File: config.mk
export PLATFORM = sky130hd
export DESIGN_NAME = sdram_ch2_reqq
export DESIGN_NICKNAME = d
export VERILOG_FILES = /design/src/rtl/sdram_ch2_reqq.sv
export SDC_FILE = /design/constraint.sdc
export NUM_CORES = 1
export LEC_CHECK = 0
export BUFFER_PORTS_ARGS = -buffer_cell sky130_fd_sc_hd__clkbuf_2
export CORE_MARGIN = 3
export CORE_UTILIZATION = 35
export CTS_CLUSTER_DIAMETER = 30
export CTS_CLUSTER_SIZE = 10
export DETAILED_ROUTE_END_ITERATION = 12
export GPL_TIMING_DRIVEN = 1
export PLACE_DENSITY = 0.61
export SYNTH_ARGS = -nofsm -noshare
export SYNTH_HDL_FRONTEND = slang
export SYNTH_SLANG_ARGS = --single-unit
File: constraint.sdc
create_clock -name clk -period 5.8 [get_ports clk]
set_clock_uncertainty 0.05 [all_clocks]
set_input_delay 0.87 -clock clk [delete_from_list [all_inputs] [get_ports clk]]
set_output_delay 0.87 -clock clk [all_outputs]
set_load 0.1 [all_outputs]
File: src/rtl/sdram_ch2_reqq.sv
// Request FIFO in front of SDRAM ch2: one request in flight, sd_req pulses one cycle after pop; rd_valid one cycle after sd_ready.
// Backpressure: in_ready drops only when all DEPTH entries are occupied; the in-flight request does not count.
module sdram_ch2_reqq #(
  parameter int DEPTH = 8,
  localparam int AW = $clog2(DEPTH)
) (
  input  logic          clk,
  input  logic          reset,
  input  logic          in_valid,
  output logic          in_ready,
  input  logic [26:0]   in_addr,
  input  logic [31:0]   in_din,
  input  logic          in_rnw,
  output logic          rd_valid,
  output logic [31:0]   rd_data,
  output logic [AW:0]   level,
  output logic          busy,
  output logic [26:0]   sd_addr,
  output logic [31:0]   sd_din,
  output logic          sd_rnw,
  output logic          sd_req,
  input  logic          sd_ready,
  input  logic [31:0]   sd_dout
);

  typedef enum logic {IDLE, WAIT} state_t;

  localparam logic [AW:0] LVL_FULL = (AW+1)'(DEPTH);

  // Entry layout: {addr[26:0], din[31:0], rnw}
  logic [59:0]   mem_q [DEPTH];
  logic [AW-1:0] wr_ptr_q, rd_ptr_q;
  logic [AW:0]   level_q;
  state_t        state_q, state_d;

  logic [26:0]   sd_addr_q, sd_addr_d;
  logic [31:0]   sd_din_q, sd_din_d;
  logic          sd_rnw_q, sd_rnw_d;
  logic          sd_req_q, sd_req_d;
  logic          rd_valid_q, rd_valid_d;
  logic [31:0]   rd_data_q, rd_data_d;

  logic          full, empty, push, pop;
  logic [59:0]   head;

  assign full  = (level_q == LVL_FULL);
  assign empty = (level_q == '0);
  assign push  = in_valid && !full;
  assign head  = mem_q[rd_ptr_q];

  always_comb begin
    state_d    = state_q;
    pop        = 1'b0;
    sd_addr_d  = sd_addr_q;
    sd_din_d   = sd_din_q;
    sd_rnw_d   = sd_rnw_q;
    sd_req_d   = 1'b0;
    rd_valid_d = 1'b0;
    rd_data_d  = rd_data_q;
    case (state_q)
      IDLE: begin
        if (!empty) begin
          pop      = 1'b1;
          sd_req_d = 1'b1;
          state_d  = WAIT;
        end
      end
      WAIT: begin
        if (sd_ready) begin
          if (sd_rnw_q) begin
            rd_data_d  = sd_dout;
            rd_valid_d = 1'b1;
          end
          if (!empty) begin
            pop      = 1'b1;
            sd_req_d = 1'b1;
          end else begin
            state_d = IDLE;
          end
        end
      end
      default: state_d = IDLE;
    endcase
    if (pop) begin
      sd_addr_d = head[59:33];
      sd_din_d  = head[32:1];
      sd_rnw_d  = head[0];
    end
  end

  always_ff @(posedge clk or posedge reset) begin
    if (reset) begin
      state_q <= IDLE;
    end else begin
      state_q <= state_d;
    end
  end

  always_ff @(posedge clk or posedge reset) begin
    if (reset) begin
      wr_ptr_q   <= '0;
      rd_ptr_q   <= '0;
      level_q    <= '0;
      sd_addr_q  <= '0;
      sd_din_q   <= '0;
      sd_rnw_q   <= 1'b0;
      sd_req_q   <= 1'b0;
      rd_valid_q <= 1'b0;
      rd_data_q  <= '0;
    end else begin
      if (push) wr_ptr_q <= wr_ptr_q + 1'b1;
      if (pop)  rd_ptr_q <= rd_ptr_q + 1'b1;
      case ({push, pop})
        2'b10:   level_q <= level_q + 1'b1;
        2'b01:   level_q <= level_q - 1'b1;
        default: level_q <= level_q;
      endcase
      sd_addr_q  <= sd_addr_d;
      sd_din_q   <= sd_din_d;
      sd_rnw_q   <= sd_rnw_d;
      sd_req_q   <= sd_req_d;
      rd_valid_q <= rd_valid_d;
      rd_data_q  <= rd_data_d;
    end
  end

  // Controller needs 16-bit aligned addresses, so bit 0 is dropped on entry.
  always_ff @(posedge clk) begin
    if (push) mem_q[wr_ptr_q] <= {in_addr[26:1], 1'b0, in_din, in_rnw};
  end

  assign in_ready = !full;
  assign level    = level_q;
  assign busy     = (state_q == WAIT) || !empty;
  assign sd_addr  = sd_addr_q;
  assign sd_din   = sd_din_q;
  assign sd_rnw   = sd_rnw_q;
  assign sd_req   = sd_req_q;
  assign rd_valid = rd_valid_q;
  assign rd_data  = rd_data_q;

endmodule

==> run summary <==
After detailed routing, the number of remaining DRC violations is 0. The largest vdd supply drop was 0.287 mV. In the final routing, the length of wire on met1 measures 20.6 mm. For this design, the CTS-stage hold fixing added 0 buffers.

In this run the vertical extent of the chip is 257 um. The width of the die works out to 257 um. The run finished with clean final reports. Setup repair after global routing left no endpoint under its margin.

The pre-antenna-repair detailed-routing pass consisted of 5 iterations. The final critical delay including setup and external delays works out to 3.41 ns. For this run, the total global-route usage over all layers was measured as 14.9%.

Power spread over the standard cell area amounts to 662 nW/um^2. The number of cells on the worst reg-to-reg path is 9. The first global-routing pass estimated 75.4 mm of wire. The number of clock buffers added by TritonCTS is 101. The required time at the worst-slack endpoint was 6.31 ns.

The tools report the portion of the post-synthesis area used by sequential elements as 76.2%. The H-tree was split into 3 levels. Dividing the detail-routed via count by the number of cells gives 4.85. The sum of net half-perimeters after detailed placement was 25.1 mm; the clock-pin slew on the worst setup and hold paths was 0.05 ns. The launching point of the worst reg2reg path is level[2]. The mean area per synthesized cell was 17.3 sq um. The run gives 91 as the row count. In the layout the commonest cells are edfxtp_1, mux2i_1, clkbuf_2, nand2_1, a22oi_1.

The run gives 2.39 ns as the smallest setup slack after layout. The routed design has 50.0 mm of wire. The clock latency of the later-clocked register in the worst-skew pair came out at 0.63 ns. The logs give 0 for the post-CTS setup buffer count and 12,488 for the via count of the first global-routing pass. The data arrival time of the worst path was 3.91 ns; the number of storage elements in the synthesis netlist was 576. The layout-stage area growth over the synthesis result was 25.2%.

Detailed routing placed a total of 2.65 mm of wire on met3. TritonCTS built the clock tree. The run gives 16,800 sq um as the sequential cell area. STA classifies the critical path endpoint as a register. The die covers 66,000 sq um.

The headroom to the max-slew limit is 24.7%. The count of nets left with antenna violations once routing finished came out at 0. Along the worst path, the maximum fanout reaches 63.

The congestion estimate from routability-driven global placement came to 0.696. The logs give 6 for the number of antenna violations at the first check in global routing and 2,442 for the count of placed standard cells in the final layout, fillers left out. The logs give 0 for the aggregate global routing overflow and 1,614 for the number of nets at the end of the flow. Once the clock tree was built, the resizer swapped 0 gates to a different size. The first routing iteration left 810 violations.

The share of the clock period used by the worst path after layout is 58.7%. The endpoint identified for the worst register-to-register timing path is level[3]. For the final routed database, the setup TNS stands at 0 ns. The logs give 0 for the number of max-slew violations in the final report and 1,271 for the number of standard cells after synthesis. Summing over every cut layer, the via total after detailed routing is 11,847. During placement, the flow inserted port buffers numbering 193. STA classifies the critical path startpoint as a register. The run gives 576 as the count of clock tree sinks. For the final-report setup violation count, the log shows 0.

Path type of the worst min-delay path: input port to async pin. The number of instances in the placed design is 2,247, and the length of routed met2 wiring is 25.9 mm. The fill cell instance count of the final layout is 5,408, and the pin slew with the least headroom to its limit is 1.13 ns. The placeable core area was 61,900 sq um; the maximum number of pins on one net before global-route repair was 90.

The worst register-to-register path has a setup slack of 2.39 ns. The tree is rooted in a clkbuf_16. In this run the top signal layer used is met5. The library cell used most frequently in the layout, excluding fill and tap cells, is edfxtp_1. Summing all multi-input logic gate instances after layout gives 4840 sq um.

Static leakage power: 0.0107 uW. Dividing the detail-routed wire length by the instance count gives 20.5 um. The tools report the starting utilization of the core area as 35.6%. The fraction of final layout cells sized beyond drive strength 1 was 27.7%. Pin placement for this block handled 196 I/O pins.

The number of endpoints with negative hold slack in the final report is 0. The critical path in this run is classified as register to register. The logs give 0 for the number of max-capacitance violations reported and 3 for the maximum number of buffers from clock root to sink. Derived from the worst setup path, the maximum achievable clock frequency is 294 MHz. Before CTS, the worst setup slack after placement is 2.12 ns. The post-synth net total is 1,372, and the post-synthesis instance area is 22,000 sq um.

Warning count from the yosys run: 0. The number of different library cells used by synthesis comes to 34.
worst max-delay path by stage:
stage	cells past startpoint	to	slack, ns	startpoint
6_report	9	level[3]	2.39	level[2]
5_1_grt	9	level[3]	2.16	level[2]
4_1_cts	9	level[3]	2.31	level[2]
3_5_place_dp	10	level[3]	2.12	sd_ready
3_3_place_gp	10	level[3]	2.13	sd_ready
2_1_floorplan	4	mem_q[2][0]	0.84	level[1]
stage by stage:
step	area [sq um]	hold slack [ns]	utilization, %	total power (uW)
2_1_floorplan	22000	0.423	-	10700
3_3_place_gp	23800	0.409	38.4	11900
3_5_place_dp	23800	0.412	38.4	12000
4_1_cts	27600	0.351	44.5	18500
5_1_grt	27600	0.382	44.5	19000
6_report	27600	0.344	44.5	18300
final cells by class:
| type | count | share of cell area, % |
|---|---|---|
| sequential | 576 | 60.8 |
| antenna | 3 | 0.0272 |
| timing repair buffer | 210 | 4.06 |
| tap | 837 | 3.80 |
| inverter | 4 | 0.0817 |
| multi-input combinational | 620 | 17.5 |
| clock buffer | 115 | 9.62 |
| clock inverter | 77 | 4.04 |
cells by family (layout without fill, tap and decap cells):
kind of cell    after synthesis  in the layout  synth area share, %
xor+xnor                      8              8                0.318
compound gates              123            123                 4.18
flops                       576            576                 76.2
simple gates                213            213                 4.24
buf+inv                      75            406                 2.32
mux                         270            270                 12.5
other cells                   1              4               0.0170
fa+ha+maj                     5              5                0.284
cell usage after synthesis, drive strengths merged:
cell    number  share of area [%]
and2         1              0.028
xor2         4               0.16
edfxtp     472                 64
ha           5               0.28
a21oi        2              0.045
xnor2        4               0.16
nand2      128                2.2
buf         55                2.0
nor3         2              0.045
a41oi        1              0.040
or2          1              0.028
nand3b       1              0.034
nor2         9               0.15
nor3b        1              0.034
nand2b       3              0.085
conb         1              0.017
a211o        1              0.040
nand3       62                1.4
nor2b        2              0.057
inv          4              0.080
mux2i      236                 11
mux2        34                1.7
a21o         1              0.034
dfrtp      104                 12
clkbuf      16               0.27
or2b         1              0.034
or4b         1              0.062
nor4         1              0.057
a22oi      118                4.0
routing by layer:
layer	track usage, %	up-vias
li1	-	5423
met1	17.6	6101
met2	26.5	251
met3	3.95	66
met4	5.13	6
met5	0	-
registers in the layout, indices dropped and copies added, names as in the netlist, 3 cells and up:
register / cells
mem_q: 472
wr_ptr_q: 3
sd_addr: 26
level: 4
sd_din: 32
rd_ptr_q: 3
rd_data: 32
report_power, final:
part,switching [uW],internal (uW)
Combinational,4630,1400
Sequential,462,5400
Clock,2090,4270
worst max-delay path, stage by stage, from the launching register on:
cell and delay (ns):
dfrtp_1 0.46, nor4_2 0.44, a21o_4 0.76, inv_4 0.03
buf_4 0.45, ha_1 0.40, nand3b_1 0.17, a211o_1 0.26
a21oi_1 0.15, xor2_1 0.15
No activity file was read; power rests on OpenSTA's default activity.
